File: src/rtl/ltc2195_pkg.sv
// Shared types and constants for the LTC2195 frame alignment controller.
package ltc2195_pkg;

   typedef enum logic [2:0] {
      IDLE,
      CHECK,
      SLIP,
      SETTLE,
      VERIFY,
      LOCKED,
      FAIL
   } state_e;

   localparam logic [7:0] FR_PATTERN_DEFAULT = 8'hF0;
   localparam int         SLIP_CNT_W         = 4;

endpackage

File: src/rtl/ltc2195_frame_align_if.sv
// Frame-word / bitslip link between the LTC2195 driver side and the aligner.
interface ltc2195_frame_align_if;
   import ltc2195_pkg::*;

   logic                  en_in;
   logic                  realign_in;
   logic [7:0]            FR_in;
   logic                  bitslip_out;
   logic                  locked_out;
   logic                  fail_out;
   logic [SLIP_CNT_W-1:0] slip_count_out;

   // master: the side supplying frame words and control (driver / system)
   modport master (
      output en_in, realign_in, FR_in,
      input  bitslip_out, locked_out, fail_out, slip_count_out
   );

   // slave: the alignment controller itself
   modport slave (
      input  en_in, realign_in, FR_in,
      output bitslip_out, locked_out, fail_out, slip_count_out
   );

endinterface

File: src/rtl/ltc2195_frame_align.sv
// Bitslip alignment FSM: pulses bitslip until the deserialized frame word
// equals FR_PATTERN, confirms lock, and re-aligns on sustained loss.
module ltc2195_frame_align
   import ltc2195_pkg::*;
#(
   parameter logic [7:0] FR_PATTERN    = FR_PATTERN_DEFAULT,
   parameter int         SETTLE_CYCLES = 4,
   parameter int         MAX_SLIPS     = 8,
   parameter int         LOCK_COUNT    = 16,
   parameter int         LOSS_COUNT    = 4
) (
   input logic                 clk_in,
   input logic                 rst_in,
   ltc2195_frame_align_if.slave fa
);

   localparam int MW = $clog2(LOCK_COUNT + 1);
   localparam int LW = $clog2(LOSS_COUNT + 1);

   state_e                state_q, state_d;
   logic [SLIP_CNT_W-1:0] slip_cnt_q, slip_cnt_d;
   logic [3:0]            settle_cnt_q, settle_cnt_d;
   logic [MW-1:0]         match_cnt_q, match_cnt_d;
   logic [LW-1:0]         miss_cnt_q, miss_cnt_d;
   logic                  bitslip_q, bitslip_d;
   logic                  locked_q, locked_d;
   logic                  fail_q, fail_d;
   logic                  match;

   assign match = (fa.FR_in == FR_PATTERN);

   always_comb begin
      state_d      = state_q;
      slip_cnt_d   = slip_cnt_q;
      settle_cnt_d = settle_cnt_q;
      match_cnt_d  = match_cnt_q;
      miss_cnt_d   = miss_cnt_q;
      bitslip_d    = 1'b0;
      locked_d     = locked_q;
      fail_d       = fail_q;

      if (!fa.en_in) begin
         state_d      = IDLE;
         slip_cnt_d   = '0;
         settle_cnt_d = '0;
         match_cnt_d  = '0;
         miss_cnt_d   = '0;
         locked_d     = 1'b0;
         fail_d       = 1'b0;
      end else if (fa.realign_in && state_q != IDLE) begin
         state_d      = CHECK;
         slip_cnt_d   = '0;
         settle_cnt_d = '0;
         match_cnt_d  = '0;
         miss_cnt_d   = '0;
         locked_d     = 1'b0;
         fail_d       = 1'b0;
      end else begin
         case (state_q)
            IDLE: state_d = CHECK;
            CHECK: begin
               if (match) begin
                  state_d     = VERIFY;
                  match_cnt_d = MW'(1);
               end else if (slip_cnt_q == SLIP_CNT_W'(MAX_SLIPS)) begin
                  state_d = FAIL;
                  fail_d  = 1'b1;
               end else begin
                  // Pulse is registered, so it is high exactly while in SLIP.
                  state_d   = SLIP;
                  bitslip_d = 1'b1;
               end
            end
            SLIP: begin
               state_d      = SETTLE;
               settle_cnt_d = 4'(SETTLE_CYCLES);
               if (slip_cnt_q != SLIP_CNT_W'(MAX_SLIPS))
                  slip_cnt_d = slip_cnt_q + SLIP_CNT_W'(1);
            end
            SETTLE: begin
               if (settle_cnt_q <= 4'd1) begin
                  state_d      = CHECK;
                  settle_cnt_d = '0;
               end else begin
                  settle_cnt_d = settle_cnt_q - 4'd1;
               end
            end
            VERIFY: begin
               if (!match) begin
                  state_d     = CHECK;
                  match_cnt_d = '0;
               end else if (match_cnt_q == MW'(LOCK_COUNT)) begin
                  state_d  = LOCKED;
                  locked_d = 1'b1;
               end else begin
                  match_cnt_d = match_cnt_q + MW'(1);
               end
            end
            LOCKED: begin
               if (match) begin
                  miss_cnt_d = '0;
               end else if (miss_cnt_q == LW'(LOSS_COUNT - 1)) begin
                  state_d     = CHECK;
                  locked_d    = 1'b0;
                  slip_cnt_d  = '0;
                  miss_cnt_d  = '0;
                  match_cnt_d = '0;
               end else begin
                  miss_cnt_d = miss_cnt_q + LW'(1);
               end
            end
            FAIL:    state_d = FAIL;
            default: state_d = IDLE;
         endcase
      end
   end

   always_ff @(posedge clk_in or posedge rst_in) begin
      if (rst_in) begin
         state_q      <= IDLE;
         slip_cnt_q   <= '0;
         settle_cnt_q <= '0;
         match_cnt_q  <= '0;
         miss_cnt_q   <= '0;
         bitslip_q    <= 1'b0;
         locked_q     <= 1'b0;
         fail_q       <= 1'b0;
      end else begin
         state_q      <= state_d;
         slip_cnt_q   <= slip_cnt_d;
         settle_cnt_q <= settle_cnt_d;
         match_cnt_q  <= match_cnt_d;
         miss_cnt_q   <= miss_cnt_d;
         bitslip_q    <= bitslip_d;
         locked_q     <= locked_d;
         fail_q       <= fail_d;
      end
   end

   assign fa.bitslip_out    = bitslip_q;
   assign fa.locked_out     = locked_q;
   assign fa.fail_out       = fail_q;
   assign fa.slip_count_out = slip_cnt_q;

endmodule
File: src/flat_wrapper.sv
// flat-port wrapper written by rule: the top's interface ports become plain ports
module ltc2195_frame_align_flat import ltc2195_pkg::*;
#(
   parameter logic [7:0] FR_PATTERN    = FR_PATTERN_DEFAULT,
   parameter int         SETTLE_CYCLES = 4,
   parameter int         MAX_SLIPS     = 8,
   parameter int         LOCK_COUNT    = 16,
   parameter int         LOSS_COUNT    = 4
)
  (clk_in, rst_in, fa_en_in, fa_realign_in, fa_FR_in, fa_bitslip_out, fa_locked_out, fa_fail_out, fa_slip_count_out);
  ltc2195_frame_align_if fa_i ();
  input logic clk_in;
  input logic rst_in;
  input wire logic [$bits(fa_i.en_in)-1:0] fa_en_in;
  input wire logic [$bits(fa_i.realign_in)-1:0] fa_realign_in;
  input wire logic [$bits(fa_i.FR_in)-1:0] fa_FR_in;
  output wire logic [$bits(fa_i.bitslip_out)-1:0] fa_bitslip_out;
  output wire logic [$bits(fa_i.locked_out)-1:0] fa_locked_out;
  output wire logic [$bits(fa_i.fail_out)-1:0] fa_fail_out;
  output wire logic [$bits(fa_i.slip_count_out)-1:0] fa_slip_count_out;
  assign fa_i.en_in = fa_en_in;
  assign fa_i.realign_in = fa_realign_in;
  assign fa_i.FR_in = fa_FR_in;
  assign fa_bitslip_out = fa_i.bitslip_out;
  assign fa_locked_out = fa_i.locked_out;
  assign fa_fail_out = fa_i.fail_out;
  assign fa_slip_count_out = fa_i.slip_count_out;
  ltc2195_frame_align #(.FR_PATTERN(FR_PATTERN), .SETTLE_CYCLES(SETTLE_CYCLES), .MAX_SLIPS(MAX_SLIPS), .LOCK_COUNT(LOCK_COUNT), .LOSS_COUNT(LOSS_COUNT)) u_core (.clk_in(clk_in), .rst_in(rst_in), .fa(fa_i));
endmodule
File: config.mk
export PLATFORM = sky130hd
export DESIGN_NAME = ltc2195_frame_align_flat
export DESIGN_NICKNAME = d
export VERILOG_FILES = /design/src/rtl/ltc2195_pkg.sv /design/src/rtl/ltc2195_frame_align_if.sv /design/src/rtl/ltc2195_frame_align.sv /design/src/flat_wrapper.sv
export SDC_FILE = /design/constraint.sdc
export NUM_CORES = 1
export LEC_CHECK = 0
export BUFFER_PORTS_ARGS = -buffer_cell sky130_fd_sc_hd__buf_2
export CAP_MARGIN = 20
export CORE_ASPECT_RATIO = 1.75
export CORE_MARGIN = 4
export CORE_UTILIZATION = 51
export CTS_CLUSTER_DIAMETER = 100
export DETAILED_ROUTE_END_ITERATION = 12
export PLACE_DENSITY = 0.7
export SLEW_MARGIN = 20
export SYNTH_ARGS = -nofsm -noshare
export SYNTH_HDL_FRONTEND = slang
export SYNTH_SLANG_ARGS = --single-unit
File: constraint.sdc
create_clock -name clk_in -period 3.1 [get_ports clk_in]
set_input_delay 0 -clock clk_in [delete_from_list [all_inputs] [get_ports clk_in]]
set_output_delay 0 -clock clk_in [all_outputs]
set_load 0.005 [all_outputs]
* After elaboration in Yosys (flattened, before gate mapping)
Cells that the tools add are included.
** Word-level totals
- Bits in registers :: 22
- Input port bits :: 12
- Logic and storage cells :: 99
** Operators by class
- Eq/ne operators :: 28
- Mux-type cells :: 50
- Reduce and logical (&&, ||, !) cells :: 8
- $lt $le $gt $ge :: 1
- $add $sub $neg :: 4
** Operators by type and width (count)
- $mux W3 :: 14
- $mux W5 :: 7
- $mux W4 :: 8
- $ne A4 B2 Y1 const B :: 6
- $pmux W3 S7 :: 1
- $mux W1 :: 16
- $pmux W4 S2 :: 2
- $pmux W5 S3 :: 1
- $ne A4 B1 Y1 const B :: 3
- $ne A5 B5 Y1 const B :: 2
- $reduce_and A5 Y1 :: 2
- $eq A3 B2 Y1 const B :: 3
- $eq A3 B3 Y1 const B :: 3
- $ne A3 B1 Y1 const B :: 3
- $eq A8 B8 Y1 const B :: 1
- $ne A4 B4 Y1 const B :: 2
- $reduce_and A4 Y1 :: 2
- $add A5 B1 Y5 const B :: 1
- $eq A5 B5 Y1 const B :: 1
- $ne A5 B1 Y1 const B :: 1
- $add A4 B1 Y4 const B :: 1
- $eq A4 B4 Y1 const B :: 1
- $le A4 B1 Y1 const B :: 1
- $sub A4 B1 Y4 const B :: 1
- other kinds (8) :: 8

* Logic depth before layout (Yosys ltp)
- Word-level depth :: 6
- Depth in mapped cells :: 8
- Depth with buffers taken out :: 7

* Worst setup path after synthesis
No wires, ideal clock.
- Path kind :: flip-flop to flip-flop
- From :: register u_core.state_q[0]
- To :: register u_core.match_cnt_q[0]
- Setup slack :: 1.367 ns
- Stages on the path, launching flop included :: 7
- Data required time :: 2.975 ns
- Setup time :: 0.125 ns
- Buffers on the path :: 1
- Data arrival time :: 1.608 ns
- Cells stage by stage :: dfrtp_1 buf_6 o31ai_4 nand2_4 nor3_4 a211oi_4 mux2_4
** Between the ends
- Longest elaborated chain between the ends :: 4
** RTL lines
- start, declared :: line ltc2195_frame_align.sv:20 : state_e state_q, state_d;
- start signal, assigned :: line ltc2195_frame_align.sv:129 : state_q <= state_d;
- $eq A3 B3 Y1, or another cell as far along :: line ltc2195_frame_align.sv:59 : case (state_q)
- $pmux W5 S3 / $logic_and A1 B1 Y1 (equally long branches) :: line ltc2195_frame_align.sv:59, ltc2195_frame_align.sv:50
- $mux W5, or another cell as far along :: line ltc2195_frame_align.sv:50 : end else if (fa.realign_in && state_q != IDLE) begin
- $mux W5 / $reduce_and A5 Y1 (equally long branches)
- end signal, assigned :: line ltc2195_frame_align.sv:132 : match_cnt_q <= match_cnt_d;
- end, declared :: line ltc2195_frame_align.sv:23 : logic [MW-1:0] match_cnt_q, match_cnt_d;
Several ways; a longest one is shown, not always the timed one.
A chain may end at the register's enable or synchronous reset.

* Worst setup path in the final report
Ends and elaborated chain as after synthesis.

==> run summary <==
outcome: completed
Cell Count, Final, Fillers Out: 193
Crit path buffers/inverters: 0
Combinational Power Share: 0.134
post-synthesis simple-gate area fraction: 0.245
cts repair resizes: 0
Synth Area in XOR/XNOR: 0
CP Launch Type: flop
Mapped Avg Cell Area: 9.46 µm²
Max-cap violations: 0
Post-CTS Hold Fix Bufs: 1
Final min period: 1.92 ns
Pre-antenna DRT Iters: 4
CTS max path bufs: 2
Crit path max-delay family: compound AO/OA/AOI/OAI gates
CTS H-tree depth: 1
Setup Buffers After CTS: 0
routed wire length: 3020 µm
total die area: 3720 µm²
Final Hold Vio Count: 0
Rel. slew slack: 0.437
die width: 47.9 µm
Setup Viol. Count Final: 0
drt wl/cell: 15.7 µm
Core ar.: 2690 µm²
Worst-path clk slew: 0.09 ns
slowest stage delay, CP: 0.51 ns
worst-skew pair later-pin latency: 0.27 ns
port bufs: 18
IO Pins: 19
Worst Hold Class: primary input to flop
vias in the first global route: 1165
Setup CP Type: flop to flop
Lkg Pwr: 0.000749 µW
data arrival time of the worst path: 2.07 ns
first-pass GRT wire length: 5010 µm
Total Power: 671 µW
crit-path max FO: 10
Mapped Nets: 169
Max VDD drop: 0.000242 V
placer congestion estimate: 0.817
Die Y: 77.8 µm
Rows: 25
most common cell after layout, fill and taps aside: dfrtp_1
Synth Area in Compound Gates: 0.226
total number of vias: 1193
CTS tree: built
hpwl dp: 2310 µm
initial antenna violation count: 0
Placed Instances: 188
Sink Count: 22
number of nets with antenna violations after detailed routing: 0
Slew Viols, Final: 0
Post-synth EDFFs: 0
Synth warnings: 0
vias per inst: 6.18
post-synthesis sequential area ratio: 0.388
RSZ-0062 raised after global routing: false
most frequent cells in the layout: dfrtp_1, buf_2, nand2_1, nor2_1, a21oi_1
total CTS buffers: 3
fmax: 520 MHz
initial core utilization: 0.527
CP Capture Type: flop
cells after synthesis: 150
drc violations: 0
switching part of the total: 0.246
GRT Residual Overflow: 0
worst-path cell chain: o31ai_4 -> nand2_4 -> nor3_4 -> a211oi_4 -> mux2_4
Psw: 165 µW
mapped cell area: 1420 µm²
Synth cell types: 49
ANT cells: 0
Seq pwr share: 0.460
Setup TNS Final: 0 ns
largest net degree at the start of global routing: 23
clock power share: 0.406
Final Skew: 0.0120 ns
Worst Max-Slew Pin Slew: 0.843 ns
Top FF cell, synth: dfrtp_1
worst path required time: 3.25 ns
final core utilization: 0.587
Fillers: 245
number of DRC markers in iteration 0: 28
Root Buffer Master: clkbuf_8
Int Pwr: 505 µW
NumNets Final: 186
proportion of layout cells with a drive suffix above 1: 0.211
pre-CTS setup slack: 1.21 ns
asr flop ratio synth: 1.00
adder-cell share of the synthesized area: 0.0617
largest family of logic cells by synthesized area: simple AND/OR/NAND/NOR gates
critical path's slowest cell: dfrtp_1
#FFs+latches synth: 22
GRT Total Usage: 0.180
Area Growth Syn to Fin: 11.4%
fin crit share: 0.621
mux cell area share after synthesis: 0.0247
final worst slack: 1.18 ns
power per cell area: 424 nW/µm²
==> cell families after synthesis <==
family,after synthesis
buf+inv,16
compound gates,42
flops,22
fa+ha+maj,7
simple gates,60
mux,3
==> per-layer routing <==
layer	track usage	up-vias	wire length (µm)
li1	-	577	-
met1	0.186	581	1110
met2	0.333	29	1780
met3	0.0209	6	91
met4	0.0701	0	47
met5	0	-	0
==> worst paths after layout <==
| kind | from | to | slack [ns] | cells past startpoint |
|---|---|---|---|---|
| hold reg to reg | u_core.miss_cnt_q[2]$_DFFE_PP0P_ | u_core.miss_cnt_q[2]$_DFFE_PP0P_ | 0.50 | 1 |
| hold / removal | fa_en_in | u_core.state_q[0]$_DFFE_PP0P_ | 0.03 | 2 |
| setup / recovery | u_core.state_q[0]$_DFFE_PP0P_ | u_core.match_cnt_q[0]$_DFFE_PP0P_ | 1.18 | 5 |
| setup reg to reg | u_core.state_q[0]$_DFFE_PP0P_ | u_core.match_cnt_q[0]$_DFFE_PP0P_ | 1.18 | 5 |
| max in group asynchronous | rst_in | u_core.fa.locked_out$_DFFE_PP0P_ | 2.13 | 3 |
| min in group asynchronous | rst_in | u_core.settle_cnt_q[3]$_DFFE_PP0P_ | 0.43 | 3 |
==> power by group through the flow <==
stage	Clock, µW	Sequential (µW)	Combinational [µW]
detailed placement	0	314	89.3
global route	292	311	100
finish	272	309	89.7
global placement	0	314	86.8
floorplan	0	307	73.1
CTS	277	309	90.4
==> worst reg2reg max path, delay by kind of cell, from the launching register on <==
kind / cells / cell delay, ns
AO/OA/AOI/OAI: 2 / 0.55
flip-flops: 1 / 0.51
AND/OR/NAND/NOR: 2 / 0.43
multiplexers: 1 / 0.32
==> sequential cells by signal, summed over array words and instances (netlist names) <==
register                  flops
u_core.match_cnt_q            5
u_core.fa.slip_count_out      4
u_core.settle_cnt_q           4
u_core.miss_cnt_q             3
u_core.state_q                3
u_core.fa.bitslip_out         1
u_core.fa.fail_out            1
u_core.fa.locked_out          1
==> cells in the mapped netlist (3+ instances only) <==
master	n	share of area
dfrtp_1	22	0.39
nand2_1	14	0.037
nor2_1	13	0.034
a21oi_1	9	0.032
inv_1	8	0.021
o21ai_0	8	0.028
ha_1	7	0.062
nand3_1	6	0.021
nor2b_1	5	0.022
a21o_1	3	0.016
and3_1	3	0.013
clkbuf_1	3	0.0079
nand4_1	3	0.013
nor3_1	3	0.011
==> per-stage QoR <==
stage / instance area (µm²) / hold WS [ns]
CTS: 1580 / 0.0234
finish: 1580 / 0.0261
global route: 1580 / 0.0312
floorplan: 1420 / -0.0108
global placement: 1500 / 0.203
detailed placement: 1500 / 0.225
==> cell type report <==
cell class                 count  area (µm²)  share of cell area
inverter                       9        33.8              0.0214
multi-input combinational    112         791               0.500
clock inverter                 1        30.0              0.0190
timing repair buffer          19         100              0.0633
clock buffer                   3        41.3              0.0261
tap                           27        33.8              0.0214
sequential                    22         551               0.348
Power figures use the tool's default switching activity.
